## src/rtl/mips_pkg.sv

```systemverilog
// Shared definitions for the MIPS front end.
//   XLEN / INSTR_W     : address and instruction widths
//   RESET_PC_DEFAULT   : default PC loaded on reset
//   fetch_state_t      : fetch sequencer states (FETCH, WAIT, EXEC, FAULT)
//   pc_is_aligned()    : true when a PC is word aligned
package mips_pkg;

    localparam int XLEN    = 32;
    localparam int INSTR_W = 32;

    localparam logic [XLEN-1:0] RESET_PC_DEFAULT = 32'h0000_0000;

    typedef enum logic [1:0] {
        ST_FETCH = 2'd0,
        ST_WAIT  = 2'd1,
        ST_EXEC  = 2'd2,
        ST_FAULT = 2'd3
    } fetch_state_t;

    function automatic logic pc_is_aligned(input logic [XLEN-1:0] addr);
        return (addr[1:0] == 2'b00);
    endfunction

endpackage

```

## src/rtl/pc_fetch_unit_pc_reg.sv

```systemverilog
// Program-counter register.
//   clk   : system clock
//   rst_n : synchronous active-low reset, loads RESET_PC
//   load  : when high, q takes d on the rising edge
//   d     : next PC value
//   q     : current PC value
module pc_reg
    import mips_pkg::*;
#(
    parameter logic [XLEN-1:0] RESET_PC = RESET_PC_DEFAULT
) (
    input  logic            clk,
    input  logic            rst_n,
    input  logic            load,
    input  logic [XLEN-1:0] d,
    output logic [XLEN-1:0] q
);

    always_ff @(posedge clk) begin
        if (!rst_n) begin
            q <= RESET_PC;
        end else if (load) begin
            q <= d;
        end
    end

endmodule

```

## src/rtl/pc_fetch_unit.sv

```systemverilog
// PC register and instruction-fetch sequencer.
// Latches the committed next PC, fetches the word at that address over a
// request/response handshake, presents it to decode and returns pc+4 to the
// PC mux. A misaligned next PC at commit parks the unit in a sticky fault.
//   clk, rst_n          : clock, synchronous active-low reset
//   next_pc, stall      : commit inputs from the PC mux / downstream
//   pc, pc_plus4        : current PC and its successor (mod 2^32)
//   pc4_upper           : pc_plus4[31:28] for J-type targets
//   imem_req/addr/ready : fetch request channel
//   imem_rvalid/rdata   : fetch response channel
//   instr, instr_valid  : latched instruction and its validity
//   fault               : sticky misaligned-PC error
module pc_fetch_unit
    import mips_pkg::*;
#(
    parameter logic [XLEN-1:0] RESET_PC = RESET_PC_DEFAULT
) (
    input  logic               clk,
    input  logic               rst_n,
    input  logic [XLEN-1:0]    next_pc,
    input  logic               stall,
    output logic [XLEN-1:0]    pc,
    output logic [XLEN-1:0]    pc_plus4,
    output logic [3:0]         pc4_upper,
    output logic               imem_req,
    output logic [XLEN-1:0]    imem_addr,
    input  logic               imem_ready,
    input  logic               imem_rvalid,
    input  logic [INSTR_W-1:0] imem_rdata,
    output logic [INSTR_W-1:0] instr,
    output logic               instr_valid,
    output logic               fault
);

    fetch_state_t state;
    fetch_state_t state_next;

    // Cleared by reset, set by the first edge that samples rst_n high. The
    // reset edge already puts state in FETCH, so without this flag a request
    // would show while reset is still held.
    logic armed;

    logic pc_load;
    logic instr_load;

    pc_reg #(
        .RESET_PC (RESET_PC)
    ) u_pc_reg (
        .clk   (clk),
        .rst_n (rst_n),
        .load  (pc_load),
        .d     (next_pc),
        .q     (pc)
    );

    assign pc_plus4  = pc + 32'd4;
    assign pc4_upper = pc_plus4[31:28];
    assign imem_addr = pc;

    always_comb begin
        state_next = state;
        pc_load    = 1'b0;
        instr_load = 1'b0;
        case (state)
            ST_FETCH: begin
                // rvalid without ready is a stale response and is ignored.
                if (armed && imem_ready) begin
                    if (imem_rvalid) begin
                        instr_load = 1'b1;
                        state_next = ST_EXEC;
                    end else begin
                        state_next = ST_WAIT;
                    end
                end
            end
            ST_WAIT: begin
                if (imem_rvalid) begin
                    instr_load = 1'b1;
                    state_next = ST_EXEC;
                end
            end
            ST_EXEC: begin
                if (!stall) begin
                    if (pc_is_aligned(next_pc)) begin
                        pc_load    = 1'b1;
                        state_next = ST_FETCH;
                    end else begin
                        state_next = ST_FAULT;
                    end
                end
            end
            ST_FAULT: begin
                state_next = ST_FAULT;
            end
            default: begin
                state_next = ST_FETCH;
            end
        endcase
    end

    always_ff @(posedge clk) begin
        if (!rst_n) begin
            state <= ST_FETCH;
            armed <= 1'b0;
            instr <= '0;
        end else begin
            state <= state_next;
            armed <= 1'b1;
            if (instr_load) begin
                instr <= imem_rdata;
            end
        end
    end

    // Moore outputs, decoded from registered state only.
    assign imem_req    = armed && (state == ST_FETCH);
    assign instr_valid = (state == ST_EXEC);
    assign fault       = (state == ST_FAULT);

endmodule

```

## config.mk

```make
export PLATFORM = sky130hd
export DESIGN_NAME = pc_fetch_unit
export DESIGN_NICKNAME = d
export VERILOG_FILES = /design/src/rtl/mips_pkg.sv /design/src/rtl/pc_fetch_unit_pc_reg.sv /design/src/rtl/pc_fetch_unit.sv
export SDC_FILE = /design/constraint.sdc
export NUM_CORES = 1
export LEC_CHECK = 0
export ABC_AREA = 1
export CORE_MARGIN = 1
export CORE_UTILIZATION = 42
export DETAILED_ROUTE_END_ITERATION = 16
export PLACE_DENSITY = 0.87
export SYNTH_ARGS = -nofsm -noshare
export SYNTH_HDL_FRONTEND = slang
export SYNTH_SLANG_ARGS = --single-unit
```

## constraint.sdc

```tcl
create_clock -name clk -period 2.5 [get_ports clk]
set_input_delay 0.5 -clock clk [delete_from_list [all_inputs] [get_ports clk]]
set_output_delay 0.5 -clock clk [all_outputs]
set_load 0.01 [all_outputs]
```

==> results of run 1 <==
-- registers in the layout, indices dropped and copies added, names as in the netlist --
signal and flops:
instr 32, u_pc_reg.q 32, state 2, armed 1
-- critical path: stages (launching register included) --
cell and delay (ns):
dfxtp_4 0.40, nand2_1 0.13, nor2_2 0.17, nand2_1 0.10, nor2_2 0.14, nand3_1 0.09, nand2_1 0.09, clkdlybuf4s50_1 0.53
-- layout make-up --
| cell class | count | area [um2] |
|---|---|---|
| fill | 618 | 2330 |
| timing repair buffer | 227 | 2200 |
| multi-input combinational | 367 | 1760 |
| sequential | 67 | 1420 |
| clock inverter | 7 | 146 |
| tap | 105 | 131 |
| clock buffer | 9 | 124 |
| inverter | 27 | 101 |
-- per-stage QoR --
step	hold slack, ns	utilization (%)	power, mW
after floorplan	0.483	-	1.44
after global placement	0.447	65.7	1.70
after detailed placement	0.453	65.7	1.72
after CTS	0.464	70.3	2.95
after global routing	0.489	71.6	3.05
final	0.464	71.6	2.92
-- power breakdown --
group	leakage (nW)	switching [mW]	internal (mW)
sequential	0.562	0.0529	1.10
combinational	1.63	0.241	0.285
clock	0.134	0.468	0.773
-- Yosys cell counts (6+ instances only) --
master and instances:
a21oi_1 45, clkbuf_1 6, buf_2 6, nand2_1 129
o21ai_0 31, xor2_1 9, nor2_1 80, inv_1 23
xnor2_1 6, buf_4 45, dfxtp_1 67, nand3_1 46
-- metal layers --
layer | global-route usage, % | up-vias | part of all wire [%]
li1 | - | 1985 | -
met1 | 30.0 | 1887 | 38
met2 | 49.2 | 205 | 51
met3 | 8.09 | 25 | 8.4
met4 | 11.4 | 0 | 2.4
met5 | 0 | - | 0
-- what timing repair did --
item | in CTS | in global routing
pin swaps | 5 | 7
buffers inserted | 6 | 6
setup endpoints to repair | 28 | 16
hold buffers | 0 | 0
resized for setup | 63 | 36
-- logic make-up (layout without fill, tap and decap cells) --
family          after synthesis  count (layout)  share of synthesized area (%)
fa+ha+maj                     1               1                          0.352
simple gates                275             275                           32.8
compound gates               76              76                           10.7
buf+inv                      87             270                           14.8
xor+xnor                     15              15                           3.69
flops                        67              67                           37.7
-- worst min path at each step --
stage                          from         to  cells after the start
after floorplan            instr[0]   instr[0]                      2
after global placement    instr[26]  instr[26]                      2
after detailed placement  instr[30]  instr[30]                      2
after CTS                 instr[30]  instr[30]                      2
after global routing      instr[10]  instr[10]                      2
final                     instr[30]  instr[30]                      2
==> summary by stage, run 1 <==
Final layout
The total number of nets in the final design is 769. The share of post-route cells with drive strength above 1 is 14.5%. The area overhead of the layout relative to synthesis is 65.6%.

Leaving out fill and tap cells, the most frequent cell in the layout is clkdlybuf4s50_1. The top cell types in the final layout, fill and taps aside, are clkdlybuf4s50_1, nand2_1, nor2_1. The number of antenna cells inserted is 0. The filler-free cell count of the finished design is 809. After routing the design area is 5890 um2.

Clock tree
TritonCTS built the clock tree. In this run the number of H-tree levels came out at 3. Counting the buffers created by CTS gives 9. Counting along the longest clock path gives a buffer depth of 2.

Clock tree synthesis selected as its root buffer the cell clkbuf_8. The clock edge transition at the registers on the reported setup and hold paths is 0.08 ns. The clock latency on the worst-skew pair is 0.34 ns. CTS saw 67 sinks.

GRT
The number of global-route vias before repair is 3875. The combined global-route utilization of all metal layers is 27.5%. The first global-routing pass estimated 18700 um of wire. The pin count of the biggest net entering global routing is 35. The total global routing overflow is 0.

The initial antenna violation count is 0.

Worst setup path
The length in cells of the worst reg-to-reg path is 6. The worst setup path is captured at an output port. The worst setup path is launched from a register.

In this run the worst path has a maximum fanout of 6. The setup check on the worst reg-to-reg path leaves a slack of 0.73 ns. The startpoint of the worst register-to-register path is state[1].

The worst setup path is of the register to output port kind. The launch point of the worst path is u_pc_reg.q[14]. The critical path data arrival time is 2.00 ns. The endpoint of the most critical register-to-register path is u_pc_reg.q[10].

At the worst endpoint, the required time is 2.00 ns. The capturing instance or port of the critical path is pc4_upper[2].

Logic synthesis
After synthesis, flip-flops and latches occupy 37.7% of the total area. Ranked by total cell area, the synthesized netlist is headed by dfxtp_1, nand2_1, buf_4. Counting every net in the synthesized netlist gives 591.

Synthesis inferred 67 register bits. The total of warnings raised by yosys is 0. The number of instances in the synthesized netlist is 521.

Of the post-synthesis cell area, the dominant cell type holds 37.7%. The number of distinct library cell variants in the gate-level netlist after synthesis is 24. The fraction of synthesis flops using an asynchronous set or reset pin is 0%.

The synthesized design spends more area on one cell type than any other, namely dfxtp_1. In the synthesized netlist the dominant register cell turns out to be dfxtp_1. After synthesis, the mean cell area works out to 6.83 um2. In this run the cell area of the synthesized design comes to 3560 um2. The number of flops mapped to enable cells by yosys is 0.

Floorplanning
The die covers 8840 um2. After floorplanning, the core was sized to cover 8220 um2. Pin placement for this block handled 204 I/O pins. The initial utilization of the core area, before any placement, comes to 43.3%. The die span in x is 94.0 um.

The floorplan die height is 94.0 um. The count of standard-cell rows is 33.

Drt
The final layout contains routed wiring with a total length of 12200 um. After detailed routing, the number of vias per cell comes to 5.07. Once detail routing completed, the nets flagged for antenna violations numbered 0. The detailed router finished its first iteration with 148 violations. Before antenna repair, the detailed router went through 5 iterations. The wire length per cell after detailed routing is 15.1 um.

In the routed design, unresolved DRC markers number 0. The final route contains 4102 vias.

Placement
The final weighted congestion in routability-driven placement is 0.884. At the placement stage, the worst setup path has a slack of 0.0644 ns. During placement, the flow inserted port buffers numbering 203. The number of placed instances, taps included, is 781. The total cell area at the placement stage is 5400 um2.

The half-perimeter wire length after detailed placement is 8860 um.

Flow run
The tool flagged a number of max-cap violations equal to 0.

Power and ir drop
Power spread over the standard cell area amounts to 497 nW/um2. VDD sags by at most 0.464 mV. The analysis attributes to cell leakage a power of 2.33 nW.

Timing
For the final database, setup skew stands at 0.00765 ns. For this run, the top clock speed supported by timing is 0.400 GHz. The worst setup slack after layout is -0.000271 ns.

The post-layout minimum cycle time is 2.50 ns. Setup violations remaining at the end of the flow were counted as 1. The max-slew violation count came to 0. The final critical path takes up 100% of the cycle. The total count of hold-check failures in the final report was 0. For the pin with the worst max-slew slack, the measured transition is 0.582 ns. Setup total negative slack on the finished layout was measured at -0.000271 ns. The headroom to the max-slew limit is 61.0%.

Outcome
The flow ran to the end, but the final reports show violations. The final reports fail on setup timing.

Worst hold path
The worst min-delay path class is register to register.
(Power assumes the default switching activity.)
==> run 2, diff against run 1 <==
==> constraint.sdc (replaced) <==
create_clock -name clk -period 2.5 [get_ports clk]
set_input_delay 0.375 -clock clk [delete_from_list [all_inputs] [get_ports clk]]
set_output_delay 0.375 -clock clk [all_outputs]
set_load 0.01 [all_outputs]
==> summary by stage, run 2 (synthesized netlist as in run 1, its figures left out) <==
Outcome
The flow ran to the end, and the final reports show no timing, DRC or antenna violations.

Drt
In this run the remaining antenna-violating nets after routing total 0. The wire length after detailed routing is 11800 um. The first-pass iteration count of the detailed router is 4. The wire length per cell after detailed routing is 14.9 um. Dividing the detail-routed via count by the number of cells gives 5.00. The count of routing violations after the opening detailed-route iteration is 163. The remaining routing DRC violations is 0. The routed layout has 3976 vias.

Floorplanning
The effective utilization at floorplan is 43.3%. From bottom edge to top edge, the die measures 94.0 um. The core region is 8220 um2. The die span in x is 94.0 um. 204 I/O pins were placed. The area enclosed by the die boundary is 8840 um2.

The initialized floorplan defines 33 standard-cell rows.

Timing
The aggregate negative setup slack is 0 ns. Setup repair after global routing could not meet its margin everywhere. The worst pin sits at a relative slew slack of 59.9%.

The post-route clock skew is 0.0108 ns. On the final layout, the worst hold slack is 0.465 ns. Setup violations remaining at the end of the flow were counted as 0. The measured slew at the worst slew-check pin is 0.599 ns.

In the finished design, the share of the clock period the worst path needs comes to 97.7%. The maximum clock rate is 0.409 GHz. The total count of hold-check failures in the final report came to 0. The post-layout minimum cycle time is 2.44 ns. The max-slew violation count is 0.

Worst hold path
The worst min-delay path class is register to register.

Final layout
In the final layout, the share of cells above drive strength 1 is 11.4%. For this run, the post-layout net count is 755. The area overhead of the layout relative to synthesis is 62.5%. The top cell types in the final layout, fill and taps aside, are clkdlybuf4s50_1, nand2_1, nor2_1.

The largest registers in the layout are instr (32), u_pc_reg.q (32), state (2). The number of inserted filler cells in the final layout is 642. The most frequent standard cell in the layout excluding fill and tap cells is clkdlybuf4s50_1. The number of antenna cells inserted is 0.

Clock tree
The later pin in the worst-skew pair is clocked with a latency of 0.34 ns. The number of sinks driven by the clock tree is 67. The TritonCTS clock tree is done.

The number of buffers added by the clock tree synthesis step is 9. The buffer depth of the longest clock path is 2. In this run the clock root is driven by a clkbuf_8. After clock tree synthesis, the clock-pin slew on the worst setup and hold paths is 0.07 ns. The H-tree depth is 3.

GRT
The combined global-route utilization of all metal layers is 25.9%. The number of global-route vias before repair is 3717. The total global routing overflow is 0. The initial antenna violation count is 0. Entering global routing, the biggest net connects 35 pins. The first-pass GRT wire length is 17700 um.

Placement
The final weighted congestion in routability-driven placement is 0.921. The half-perimeter wire length after detailed placement is 8740 um. The count of buffers from port buffering is 203.

Worst setup path
The signal on the critical path passes through ha_2 -> nand3_2 -> nor2_2 -> buf_4 -> nand3_1 -> nand2_1 -> clkdlybuf4s50_1. The slowest stage of the critical path is the clkdlybuf4s50_1 cell. For the worst setup path, the data required time is 2.12 ns. The start-to-end type of the worst setup path is register to output port. The kind of cell adding the most delay to the critical path is buffers and inverters. The worst setup path is captured at an output port. Along the worst path, the maximum fanout reaches 6. The worst setup path is launched from a register. The number of buffers and inverters on the critical path is 2. Data on the critical path arrives at its endpoint at 2.07 ns. In this design, the stage delay of the slowest critical-path cell is 0.53 ns.

Power and ir drop
The maximum VDD drop is 0.410 mV. The total chip power is 2.90 mW. The static leakage is 2.25 nW.

The total power density per cell area is 501 nW/um2.

Flow run
Max-cap violations in this run came to 0.
==> run 2: timing repair <==
action	CTS	global route
setup endpoints to repair	24	23
gates cloned	0	0
gates resized for setup	22	41
buffers inserted	2	1
pin swaps	2	1
hold buffers	0	0
==> run 2: tightest hold or removal path: stages, from the launching register on <==
cell and delay (ns):
dfxtp_1 0.31, nand2_1 0.06, a21oi_1 0.05
==> run 2: final timing paths <==
path	start	end	slack (ns)	cells past startpoint
min reg2reg	instr[2]	instr[2]	0.47	2
max	u_pc_reg.q[3]	pc_plus4[24]	0.06	7
min	instr[2]	instr[2]	0.47	2
max reg2reg	state[1]	u_pc_reg.q[14]	0.83	6
==> run 2: layer usage <==
layer / GRT usage [%] / share of wire [%] / up-vias
met5: 0 / 0 / -
met4: 11.7 / 2.9 / 0
met3: 6.96 / 7.6 / 26
met2: 45.1 / 50 / 166
met1: 29.4 / 40 / 1832
li1: - / - / 1952
==> run 2: area by class of cell <==
class / count / area, um2 / share of cell area (%)
Clock inverter: 6 / 136 / 2.36
Clock buffer: 10 / 128 / 2.21
Inverter: 27 / 101 / 1.75
Sequential cell: 67 / 1390 / 24.0
Multi-Input combinational cell: 367 / 1760 / 30.4
Tap cell: 105 / 131 / 2.27
Timing Repair Buffer: 213 / 2140 / 37.0
==> run 2: report_power, final <==
part	leakage, nW	total [mW]	internal, mW	switching, mW
logic	1.56	0.527	0.286	0.240
clock network	0.127	1.20	0.768	0.434
registers	0.557	1.17	1.11	0.0536
==> run 2: metrics by stage <==
step	util, %	instance area, um2	worst slack (ns)	std cells
floorplan	-	3560	0.684	521
CTS	69.0	5670	0.000242	794
detailed placement	65.2	5360	0.231	776
global route	70.3	5780	-0.0289	795
finish	70.3	5780	0.0571	795
global placement	65.2	5360	0.199	776
==> run 3, diff against run 2 <==
--- a/config.mk
+++ b/config.mk
@@ -6,6 +6,8 @@
 export NUM_CORES = 1
 export LEC_CHECK = 0
 export ABC_AREA = 1
+export CAP_MARGIN = 20
+export CORE_ASPECT_RATIO = 1.5
 export CORE_MARGIN = 1
 export CORE_UTILIZATION = 42
 export DETAILED_ROUTE_END_ITERATION = 16
==> summary by stage, run 3 (synthesized netlist as in run 1, its figures left out) <==
Outcome
The run finished with clean final reports.

Drt
The count of routing violations after the opening detailed-route iteration is 198. After detailed routing, the average wire length per cell comes to 14.9 um. After detailed routing, the total wire length is 11900 um. The first-pass iteration count of the detailed router is 4. The routed via count is 4067. Dividing the detail-routed via count by the number of cells gives 5.10. Once detail routing completed, the nets flagged for antenna violations numbered 0. The remaining routing DRC violations is 0.

Power and ir drop
For this design the ratio of total power to cell area is 489 nW/um2. The maximum VDD drop is 0.494 mV. The static leakage is 2.19 nW. The total chip power is 2.81 mW.

Worst setup path
The length in cells of the worst reg-to-reg path is 6. The critical path data arrival time is 2.12 ns. The maximum fanout along the worst path is 7. The largest individual stage delay along the critical path comes from the cell clkdlybuf4s50_1. The endpoint of the most critical register-to-register path is u_pc_reg.q[10].

The type of origin of the critical path is a register. The worst setup path is of the register to output port kind. For flop-to-flop paths, the worst setup slack is 0.83 ns.

The nature of the critical path endpoint is an output port. The delay of the slowest cell on the worst path is 0.54 ns. The launch point of the worst path is u_pc_reg.q[10]. The startpoint of the worst register-to-register path is state[1]. The critical path goes through nand2_1 -> nor2_1 -> nand2_1 -> nor2_4 -> nand3_1 -> nand2_1 -> clkdlybuf4s50_1. For the worst setup path, the data required time is 2.12 ns. In this design, the critical path's most frequently occurring cell is nand2_1. The most critical setup path has its endpoint at pc_plus4[29].

Final layout
The area growth from synthesis to layout is 61.8%. 0 antenna diodes ended up in the layout. The library cells used most frequently in the layout, excluding fill and tap cells, are clkdlybuf4s50_1, nand2_1, nor2_1. The final layout contains 758 nets. The number of inserted filler cells in the final layout is 669. Cells fill 71.0% of the core in the end. The register area is 1380 um2. Leaving out fill and tap cells, the most frequent cell in the layout is clkdlybuf4s50_1.

The largest registers in the layout are instr (32), u_pc_reg.q (32), state (2). Of the cells placed in the final design, the portion with a size suffix greater than 1 is 10.1%. The multi-input combinational cells in the finished layout cover a total of 1740 um2.

GRT
The combined global-route utilization of all metal layers is 26.9%. The number of global-route vias before repair was 3936. Summed over all layers, the global routing overflow is 0. The pin count of the biggest net entering global routing is 35. The initial antenna violation count is 0. The first-pass GRT wire length is 18600 um.

Timing
The max-slew violation count is 0. Final hold analysis gives a worst-case slack of 0.458 ns. Counting I/O delays and the setup requirement, the final critical path takes 2.50 ns.

The number of endpoints failing setup at the final stage is 0. The total count of hold-check failures in the final report is 0. Setup repair after global routing could not meet its margin everywhere. The worst pin sits at a relative slew slack of 61.8%. Based on the critical path, the design can be clocked at up to 0.401 GHz. In the finished design, the share of the clock period the worst path needs comes to 99.8%. The post-route clock skew is 0.00528 ns.

The measured slew at the worst slew-check pin is 0.571 ns. After layout, the worst setup slack is 0.00396 ns.

Floorplanning
Measured along the x axis, the die boundary spans 77.1 um. The initialized floorplan defines 40 standard-cell rows. Once the floorplan was initialized, standard cells occupied 43.9% of the core. The floorplan step defined a die boundary enclosing 8850 um2. The total I/O pin count is 204.

The total core area is 8110 um2. The floorplan die height is 115 um.

Clock tree
The number of buffers added by the clock tree synthesis step is 9. No sink is reached through more buffers than the 2 on the longest clock path. The cell at the root of the clock tree is clkbuf_16. The count of hold-fix buffers inserted at cts is 0. The clock reaches the later pin of the worst-skew pair after 0.32 ns. After clock tree synthesis, the clock-pin slew on the worst setup and hold paths is 0.05 ns.

TritonCTS built the clock tree. The H-tree depth is 3. The post-CTS setup buffer count is 0. CTS saw 67 sinks.

Worst hold path
The worst min-delay path class is register to register.

Placement
Before CTS, the worst setup slack after placement is 0.166 ns. The final weighted congestion in routability-driven placement is 0.926. Input and output buffers added on the ports amount to 203. The HPWL after detailed placement is 9140 um.

Flow run
The number of maximum-capacitance violations is 0.
==> run 3: cell count changes in the layout (fill, tap and decap cells not counted), moves of 4 or more <==
cell,before,now
clkbuf_8,9,1
clkdlybuf4s50_1,191,196
nor2_1,70,74
dfxtp_4,7,3
nand2_1,125,129
clkbuf_16,0,9
nor2_2,11,6
nand2_2,6,2
buf_4,9,13
bufinv_16,4,0
==> run 3: power by group <==
part | total [mW] | switching [mW] | internal (mW)
logic | 0.528 | 0.237 | 0.291
clock network | 1.11 | 0.425 | 0.687
registers | 1.17 | 0.0532 | 1.12
total | 2.81 | 0.715 | 2.10
==> run 3: critical path: cells and delay by family, from the launching register on <==
family / cells / cell delay (ns)
simple gates: 6 / 0.85
buf+inv: 1 / 0.54
flops: 1 / 0.40
==> run 3: how the worst min path moves through the flow <==
stage	startpoint	to	slack [ns]	depth (start not counted)
floorplan	rst_n	armed	0.40	0
global placement	instr[4]	instr[4]	0.45	2
detailed placement	instr[4]	instr[4]	0.45	2
CTS	instr[4]	instr[4]	0.46	2
global route	instr[4]	instr[4]	0.48	2
finish	instr[16]	instr[16]	0.46	2
==> run 3: cell type report <==
cell class,instances,area share [%]
inverters,27,1.76
flip-flops and latches,67,23.9
clock inverters,3,0.261
clock buffers,12,4.28
multi-input cells,367,30.3
well taps,105,2.28
repair buffers,216,37.2
==> run 3: timing repair <==
item                                    in CTS  in global routing
hold endpoints to repair                     0                  0
gates resized for setup                     16                 29
pin swaps                                    1                  1
endpoints found under the setup margin      19                 22
gates cloned                                 0                  0
==> run 3: routing by layer <==
| metal | global-route usage, % | wire, um | up-vias | part of all wire (%) |
|---|---|---|---|---|
| met5 | 0 | 0 | - | 0 |
| met4 | 16.5 | 577 | 0 | 4.9 |
| met3 | 7.49 | 825 | 48 | 6.9 |
| met2 | 49.4 | 6260 | 216 | 53 |
| met1 | 26.3 | 4230 | 1842 | 36 |
| li1 | - | - | 1961 | - |
==> run 3: through the flow <==
step | TNS, ns | cells | instance area, um2
after floorplan | 0 | 521 | 3560
after global placement | 0 | 782 | 5390
after detailed placement | 0 | 782 | 5390
after CTS | -0.00993 | 797 | 5680
after global routing | -0.653 | 797 | 5750
final | 0 | 797 | 5750
